<file path="config.mk">
export PLATFORM = sky130hd
export DESIGN_NAME = lc3_mem_arbiter
export DESIGN_NICKNAME = d
export VERILOG_FILES = /design/src/rtl/lc3_mem_arbiter.sv
export SDC_FILE = /design/constraint.sdc
export NUM_CORES = 1
export LEC_CHECK = 0
export ABC_CLOCK_PERIOD_IN_PS = 3090
export CAP_MARGIN = 30
export CORE_ASPECT_RATIO = 1.75
export CORE_MARGIN = 2
export CORE_UTILIZATION = 67
export DETAILED_ROUTE_END_ITERATION = 16
export DONT_BUFFER_PORTS = 1
export HOLD_SLACK_MARGIN = 0.12
export PLACE_DENSITY = 0.91
export SLEW_MARGIN = 10
export SYNTH_ARGS = -nofsm -noshare
export SYNTH_HDL_FRONTEND = slang
export SYNTH_SLANG_ARGS = --single-unit
</file>
<file path="constraint.sdc">
create_clock -name clock -period 3.09 [get_ports clock]
set_clock_uncertainty 0.1 [all_clocks]
set_input_delay 0.618 -clock clock [delete_from_list [all_inputs] [get_ports clock]]
set_output_delay 0.618 -clock clock [all_outputs]
set_load 0.03 [all_outputs]
</file>
<file path="src/rtl/lc3_mem_arbiter.sv">
// Arbitrates one single-port unified memory between LC3 instruction fetch and data access.
// Data has priority, a starvation limit guarantees fetch progress, and a timeout aborts hung accesses.
module lc3_mem_arbiter #(
    parameter int AW           = 16,
    parameter int DW           = 16,
    parameter int STARVE_LIMIT = 4,
    parameter int TIMEOUT      = 64
) (
    input  logic          clock,
    input  logic          reset,
    // Request/complete handshake: a requester raises x_req and holds it until the
    // one-cycle x_done pulse; the memory side holds mem_req and all mem_* stable
    // until a one-cycle mem_ack (or the timeout) ends the access.
    input  logic          i_req,
    input  logic [AW-1:0] i_addr,
    output logic [DW-1:0] i_rdata,
    output logic          i_done,
    input  logic          d_req,
    input  logic          d_rd,
    input  logic [AW-1:0] d_addr,
    input  logic [DW-1:0] d_wdata,
    output logic [DW-1:0] d_rdata,
    output logic          d_done,
    output logic          mem_req,
    output logic          mem_we,
    output logic [AW-1:0] mem_addr,
    output logic [DW-1:0] mem_wdata,
    input  logic [DW-1:0] mem_rdata,
    input  logic          mem_ack,
    output logic          err,
    output logic [1:0]    dbg_state
);

    localparam int SW = $clog2(STARVE_LIMIT + 1);
    localparam int TW = $clog2(TIMEOUT + 1);
    localparam logic [SW-1:0] STARVE_MAX = SW'(STARVE_LIMIT);
    localparam logic [TW-1:0] TMO_LAST   = TW'(TIMEOUT - 1);

    typedef enum logic [1:0] {
        IDLE   = 2'd0,
        BUSY_I = 2'd1,
        BUSY_D = 2'd2
    } state_t;

    state_t        state_q, state_d;
    logic [SW-1:0] starve_q, starve_d;
    logic [TW-1:0] tmo_q, tmo_d;
    logic          mem_req_q, mem_req_d;
    logic          mem_we_q, mem_we_d;
    logic [AW-1:0] mem_addr_q, mem_addr_d;
    logic [DW-1:0] mem_wdata_q, mem_wdata_d;
    logic [DW-1:0] i_rdata_q, i_rdata_d;
    logic [DW-1:0] d_rdata_q, d_rdata_d;
    logic          i_done_q, i_done_d;
    logic          d_done_q, d_done_d;
    logic          err_q, err_d;

    logic          done_cycle;
    logic          i_elig;
    logic          d_elig;

    // The cycle carrying a done pulse is a turnaround: the finishing requester
    // still shows its req, so nothing is granted until the next cycle.
    assign done_cycle = i_done_q | d_done_q;
    assign i_elig     = i_req & ~done_cycle;
    assign d_elig     = d_req & ~done_cycle;

    always_comb begin
        state_d     = state_q;
        starve_d    = starve_q;
        tmo_d       = tmo_q;
        mem_req_d   = mem_req_q;
        mem_we_d    = mem_we_q;
        mem_addr_d  = mem_addr_q;
        mem_wdata_d = mem_wdata_q;
        i_rdata_d   = i_rdata_q;
        d_rdata_d   = d_rdata_q;
        i_done_d    = 1'b0;
        d_done_d    = 1'b0;
        err_d       = err_q;

        case (state_q)
            IDLE: begin
                tmo_d     = '0;
                mem_req_d = 1'b0;
                if (d_elig && !(i_elig && starve_q == STARVE_MAX)) begin
                    state_d     = BUSY_D;
                    mem_req_d   = 1'b1;
                    mem_we_d    = ~d_rd;
                    mem_addr_d  = d_addr;
                    mem_wdata_d = d_wdata;
                    if (i_elig && starve_q != STARVE_MAX) begin
                        starve_d = starve_q + 1'b1;
                    end
                end else if (i_elig) begin
                    state_d    = BUSY_I;
                    mem_req_d  = 1'b1;
                    mem_we_d   = 1'b0;
                    mem_addr_d = i_addr;
                    starve_d   = '0;
                end
            end
            BUSY_I, BUSY_D: begin
                if (mem_ack) begin
                    state_d   = IDLE;
                    mem_req_d = 1'b0;
                    tmo_d     = '0;
                    if (state_q == BUSY_I) begin
                        i_done_d  = 1'b1;
                        i_rdata_d = mem_rdata;
                    end else begin
                        d_done_d = 1'b1;
                        if (!mem_we_q) begin
                            d_rdata_d = mem_rdata;
                        end
                    end
                end else if (tmo_q == TMO_LAST) begin
                    // Abort: the requester still gets its done, with zero data.
                    state_d   = IDLE;
                    mem_req_d = 1'b0;
                    tmo_d     = '0;
                    err_d     = 1'b1;
                    if (state_q == BUSY_I) begin
                        i_done_d  = 1'b1;
                        i_rdata_d = '0;
                    end else begin
                        d_done_d  = 1'b1;
                        d_rdata_d = '0;
                    end
                end else begin
                    tmo_d = tmo_q + 1'b1;
                end
            end
            default: begin
                state_d   = IDLE;
                mem_req_d = 1'b0;
            end
        endcase

        if (!i_req) begin
            starve_d = '0;
        end
    end

    always_ff @(posedge clock or negedge reset) begin
        if (!reset) begin
            state_q     <= IDLE;
            starve_q    <= '0;
            tmo_q       <= '0;
            mem_req_q   <= 1'b0;
            mem_we_q    <= 1'b0;
            mem_addr_q  <= '0;
            mem_wdata_q <= '0;
            i_rdata_q   <= '0;
            d_rdata_q   <= '0;
            i_done_q    <= 1'b0;
            d_done_q    <= 1'b0;
            err_q       <= 1'b0;
        end else begin
            state_q     <= state_d;
            starve_q    <= starve_d;
            tmo_q       <= tmo_d;
            mem_req_q   <= mem_req_d;
            mem_we_q    <= mem_we_d;
            mem_addr_q  <= mem_addr_d;
            mem_wdata_q <= mem_wdata_d;
            i_rdata_q   <= i_rdata_d;
            d_rdata_q   <= d_rdata_d;
            i_done_q    <= i_done_d;
            d_done_q    <= d_done_d;
            err_q       <= err_d;
        end
    end

    assign mem_req   = mem_req_q;
    assign mem_we    = mem_we_q;
    assign mem_addr  = mem_addr_q;
    assign mem_wdata = mem_wdata_q;
    assign i_rdata   = i_rdata_q;
    assign d_rdata   = d_rdata_q;
    assign i_done    = i_done_q;
    assign d_done    = d_done_q;
    assign err       = err_q;
    assign dbg_state = state_q;

endmodule

</file>
==> impl_metrics.toml, run 1 <==
[status]
status = "complete, no violations"

[power_and_ir_drop]
p_leak_nw = 1.795
p_per_area_nw_per_um2 = 1288
max-vdd-ir-drop_v = 0.0006618
finalPower_mw = 4.972

[synthesis]
synth_cells = 291
syn-cell-area_um2 = 3575
synth_cell_types = 41
avgSynthCellArea_um2 = 12.28
ys_async_sr_fraction = 1.000
synth_ff_type = "dfrtp_1"
synth_edf_count = 0
yosysWarnings = 0
yosysSeqAreaShare = 0.5670
syn_nets = 367
ys_ff_latch = 81

[floorplanning]
core-area_um2 = 5211
dieWidth_um = 59.22
die_h_um = 100.6
die-area_um2 = 5959
io_pins = 141
initial_core_util = 0.6860
num_rows = 35

[place]
routabilityCongestion = 0.6967
place_ws_ns = 0.9628
dp.final_hpwl_um = 5091
portBuffers = 0
place_area_um2 = 3578

[global_route]
grt_pass1_vias = 2290
grt_antenna_before_repair = 0
met2_usage = 0.4235
groute.usage.overall = 0.2448
grt_pass1_wl_um = 10850
grt_overflow_total = 0
globalRouteMet1Util = 0.2630
grt.busiest_layer = "met2"
grt_max_degree = 82
grt_use_met3 = 0.08986

[final_layout]
syn_to_final_growth_pct = 7.980
final_common_cell = "dfrtp_1"
final_cell_mix = "81 x dfrtp_1, 47 x a22o_1, 28 x nand2_1, 18 x o21ai_0, 17 x mux2i_1"
finalInstanceArea_um2 = 3860
final_nets = 367
drive_above_1_share = 0.1588
final_util = 0.7407
diodes = 0

[drt]
drcViolationCount = 0
dr.pass1.iters = 5
vias_per_cell = 6.689
ant_nets = 0
drt_first_iter_violations = 111
wl_um = 7128
wl_per_cell_um = 20.31
vias = 2348

[setup_path]
path_max_fanout = 15
cp-start-kind = "flop"
critPathMaxStageDelay_ns = 0.57
cp-end-kind = "flop"
crit_chain = "inv_1, ha_1, nor2b_2, and2b_4, a22o_1, a22o_1"
cp_common_cell = "a22o_1"
cpMaxStageDelayCell = "dfrtp_1"
cp.required_ns = 3.26
cp.depth = 6
r2r_end = "d_rdata[5]"
path_class = "flop to flop"
crit_buf_inv = 1
critPathTopFamily = "flip-flops"
r2r_setup_slack_ns = 0.93
endpoint = "d_rdata[5]"
timing.rr.start = "dbg_state[1]"
cp_data_arrival_time_ns = 2.33
r2r_cells = 6
critPathLaunch = "dbg_state[1]"

[cts]
cts_tree = "done"
htree_levels = 3
cts_sinks = 81
clock_path_buffers = 2
root_buffer = "clkbuf_8"
clk_latency_ns = 0.34
clk_pin_slew_worst_paths_ns = 0.07
cts_buffers = 9

[timing]
fin_crit_ns = 2.156
finalSetupTns_ns = 0
setup_viol = 0
slew_headroom = 0.5123
rsz0062_at_grt = "no"
hold_viol = 0
drv_slew = 0
worst_slew_pin_slew_ns = 0.7315
layout_setup_ws_ns = 0.9345
clock.fmax_ghz = 0.4639
finalCritPeriodShare = 0.6976

[hold_path]
hp-class = "input pin to flop"

[flow_run]
cap_violations = 0
## kinds of logic after synthesis
family,after synthesis,share of synthesized area
AO/OA/AOI/OAI,89,0.1887
adder cells (fa/ha/maj),6,0.02100
buffers and inverters,23,0.03500
flip-flops,81,0.5670
multiplexers,33,0.09800
AND/OR/NAND/NOR,59,0.09030
## sequential cells by signal (all words and copies together) (netlist names)
| signal | count |
|---|---|
| starve_q | 3 |
| i_rdata | 16 |
| mem_addr | 16 |
| i_done | 1 |
| mem_wdata | 16 |
| mem_we | 1 |
| tmo_q | 7 |
| dbg_state | 2 |
| err | 1 |
| d_done | 1 |
| d_rdata | 16 |
| mem_req | 1 |
## where the power goes
part	total, mW	internal, mW	switching (mW)	leakage, nW
Sequential	2.78	1.51	1.27	1.01
Combinational	1.29	0.658	0.628	0.665
Clock	0.909	0.558	0.352	0.120
## Yosys cell counts, types with 2 or more instances
library cell  number  share of area
a21o_1             2         0.0042
a21oi_1            2         0.0028
a22o_1            47           0.12
and2_1             2         0.0035
and3_1             2         0.0035
buf_2              4         0.0056
buf_6              4          0.013
clkbuf_1           7         0.0074
dfrtp_1           81           0.57
ha_1               6          0.021
inv_1              7         0.0074
mux2_2            16          0.050
mux2i_1           17          0.048
nand2_1           28          0.029
nand2b_1           3         0.0053
nand3_1            4         0.0056
nor2_1             7         0.0074
nor3b_1            2         0.0042
o21a_1             2         0.0042
o21ai_0           18          0.025
o21ai_1            9          0.013
o21ai_2            2         0.0049
## timing repair
item                                   4_1_cts  5_1_grt
hold buffers                                 2        0
resized for setup                            0        0
endpoints found under the hold margin       81        0
setup buffers                                0        0
## routing by layer
layer | up-vias | share of wire | wire (um)
met4 | 0 | 0.0072 | 51
met1 | 1158 | 0.36 | 2580
met3 | 6 | 0.074 | 524
met5 | - | 0 | 0
met2 | 115 | 0.56 | 3972
li1 | 1069 | - | -
## area by class of cell
type / instances / area, um2
clock buffers: 11 / 141.4
clock inverters: 5 / 102.6
fillers: 353 / 1351
inverters: 7 / 26.28
multi-input cells: 187 / 1426
flip-flops and latches: 81 / 2027
well taps: 55 / 68.82
repair buffers: 5 / 67.56
## worst min path at each step
stage                 endpoint    startpoint  cells past startpoint  slack [ns]
global placement    i_rdata[1]         reset                      0        0.22
CTS                     mem_we          d_rd                      1        0.28
detailed placement  i_rdata[0]         reset                      0        0.22
global route        i_rdata[9]  mem_rdata[9]                      1        0.27
finish                  mem_we          d_rd                      1        0.30
floorplan               d_done         reset                      0        0.22
## per-stage QoR
| stage | instances | hold WS [ns] |
|---|---|---|
| 6_report | 351 | 0.2971 |
| 5_1_grt | 351 | 0.2740 |
| 4_1_cts | 351 | 0.2816 |
| 3_5_place_dp | 333 | 0.2243 |
| 3_3_place_gp | 332 | 0.2249 |
| 2_1_floorplan | 291 | 0.2224 |
## worst register-to-register path: cells and delay by family, from the launching register on
| family | cells | cell delay (ns) |
|---|---|---|
| buffers and inverters | 1 | 0.13 |
| adders and majority gates | 1 | 0.41 |
| AOI/OAI and AO/OA | 2 | 0.34 |
| DFF | 1 | 0.57 |
| and+or+nand+nor | 2 | 0.55 |
(Power assumes the default switching activity.)
==> run 2: changes to the inputs <==
ABC_CLOCK_PERIOD_IN_PS = 1750   (was 3090)
CORE_UTILIZATION = 56   (was 67)
PLACE_DENSITY = 0.82   (was 0.91)
clock period = 1.75 ns   (was 3.09 ns; I/O delays follow)
==> run 2 against run 1 <==
  * The flow now finishes with violations (negative hold slack)
  * Worst setup slack got worse by 0.92 ns
  * Sequential share of layout area fell by 9.7 points
  * Largest power group unchanged
  * Die area grew 19%
  * Sequential cell count did not move
  * Hold slack got worse by 0.71 ns
  * Critical path type unchanged
  * Sequential power is 74% higher
  * Clock-buffer cell count rose by 1
  * Cell count grew 31%
==> impl_metrics.toml, run 2 (synthesis gave the netlist of run 1 again) <==
[final_layout]
final_nets = 451
fillers = 376
drive_above_1_share = 0.2164
syn_to_final_growth_pct = 32.83
final_cell_mix = "78 x dfrtp_1, 66 x dlygate4sd3_1, 47 x a22o_1, 28 x nand2_1, 17 x buf_4"
fin_cells = 459
final_common_cell = "dfrtp_1"
diodes = 0

[floorplanning]
dieWidth_um = 64.40
initial_core_util = 0.5783
core-area_um2 = 6181
num_rows = 38
io_pins = 141
die_h_um = 109.7
die-area_um2 = 7063

[setup_path]
cpMaxStageDelayCell = "dfrtp_1"
crit_chain = "inv_1, ha_2, nand3_2, nand3_4, buf_12, mux2i_2, o21ai_0"
r2r_setup_slack_ns = 0.01
critPathMaxStageDelay_ns = 0.38
cp.required_ns = 1.86
path_class = "flop to flop"
path_max_fanout = 9
cp_data_arrival_time_ns = 1.85
cp-end-kind = "flop"
cp-start-kind = "flop"

[power_and_ir_drop]
netSwitchingFraction = 0.4651
p_int_mw = 4.935
p_comb_frac = 0.340
p_per_area_nw_per_um2 = 1943
power_frac_clock = 0.134
pwr-share-seq = 0.526
p_sw_mw = 4.291
p_leak_nw = 2.154
max-vdd-ir-drop_v = 0.001176

[place]
routabilityCongestion = 0.7547
portBuffers = 0
dp.final_hpwl_um = 5422
dp.cells = 369

[cts]
root_buffer = "clkbuf_8"
cts_tree = "done"
cts_buffers = 9
holdBufCountCts = 66
htree_levels = 3
cts_sinks = 81
clock_path_buffers = 2
clk_latency_ns = 0.34
clk_pin_slew_worst_paths_ns = 0.08

[timing]
finalCritPeriodShare = 0.9945
fin_crit_ns = 1.740
setup_viol = 0
slew_headroom = 0.5821
hold_viol = 81
drv_slew = 0
rsz0062_at_grt = "yes"
finalSetupTns_ns = 0
clock.fmax_ghz = 0.5746
timing.hold.ws_ns = -0.4121
worst_slew_pin_slew_ns = 0.6248

[drt]
vias_per_cell = 6.107
wl_per_cell_um = 21.28
dr.pass1.iters = 4
drt_first_iter_violations = 210
wl_um = 9766
vias = 2803
ant_nets = 0
drcViolationCount = 0

[global_route]
grt_pass1_wl_um = 14680
groute.usage.overall = 0.2767
grt_max_degree = 82
grt_antenna_before_repair = 0
grt_overflow_total = 0
grt_pass1_vias = 3072

[status]
violations = "negative hold slack"
status = "complete, but fails checks"

[flow_run]
cap_violations = 0

[hold_path]
hp-class = "input pin to async pin"
-- run 2: cell count changes in the layout (fill, tap and decap cells not counted), moves of 3 or more --
| cell | change |
|---|---|
| dlygate4sd3_1 | +65 |
| buf_4 | +15 |
| buf_12 | +4 |
| bufinv_16 | -3 |
| dfrtp_1 | -3 |
| dfrtp_2 | +3 |
| ha_1 | -3 |
| o21ai_0 | -3 |
| o21ai_1 | +3 |
-- run 2: power groups by stage --
| stage | Clock, mW | Combinational, mW | Sequential, mW |
|---|---|---|---|
| detailed placement | 0 | 2.63 | 4.82 |
| global placement | 0 | 2.48 | 4.80 |
| global route | 1.35 | 3.41 | 4.94 |
| finish | 1.24 | 3.14 | 4.85 |
| CTS | 1.28 | 2.74 | 4.80 |
| floorplan | 0 | 2.03 | 4.72 |
-- run 2: what timing repair did --
action | in CTS | in global routing
setup buffers | 0 | 7
setup endpoints to repair | 0 | 57
gates resized for setup | 0 | 18
hold endpoints to repair | 148 | 81
-- run 2: final timing paths --
path / startpoint / endpoint / cells past startpoint
hold / removal: reset / mem_addr[2] / 0
hold reg to reg: tmo_q[6] / tmo_q[6] / 1
min in group clock: mem_rdata[12] / d_rdata[12] / 2
setup / recovery: starve_q[1] / mem_addr[1] / 7
setup reg to reg: starve_q[1] / mem_addr[1] / 7
max in group asynchronous: reset / dbg_state[1] / 0
-- run 2: worst max-delay path, delay by kind of cell, from the launching register on --
family / cells / cell delay, ns
AND/OR/NAND/NOR: 2 / 0.27
buffers and inverters: 2 / 0.25
AO/OA/AOI/OAI: 1 / 0.14
flip-flops: 1 / 0.38
multiplexers: 1 / 0.24
adder cells (fa/ha/maj): 1 / 0.22
-- run 2: area by class of cell --
class	count	area [um2]	share of cell area
Clock buffer	12	165.2	0.03478
Clock inverter	3	15.01	0.003162
Inverter	7	26.28	0.005534
Multi-Input combinational cell	188	1518	0.3196
Sequential cell	81	2031	0.4277
Tap cell	80	100.1	0.02108
Timing Repair Buffer	88	893.4	0.1881
-- run 2: per-stage QoR --
stage	power [mW]	hold slack (ns)	cell area (um2)	utilization	worst slack, ns
floorplan	6.748	-0.04559	3606	-	-0.03612
detailed placement	7.442	-0.04443	3750	0.6067	0.01735
global route	9.690	-0.4326	4748	0.7682	-0.05048
CTS	8.817	-0.4352	4591	0.7427	0.002162
global placement	7.283	-0.04420	3750	0.6067	0.09394
finish	9.227	-0.4121	4748	0.7682	0.009600
-- run 2: per-layer routing --
layer | share of wire | track usage
met1 | 0.34 | 0.2952
met2 | 0.55 | 0.4821
met3 | 0.061 | 0.07984
met4 | 0.045 | 0.1626
met5 | 0 | 0
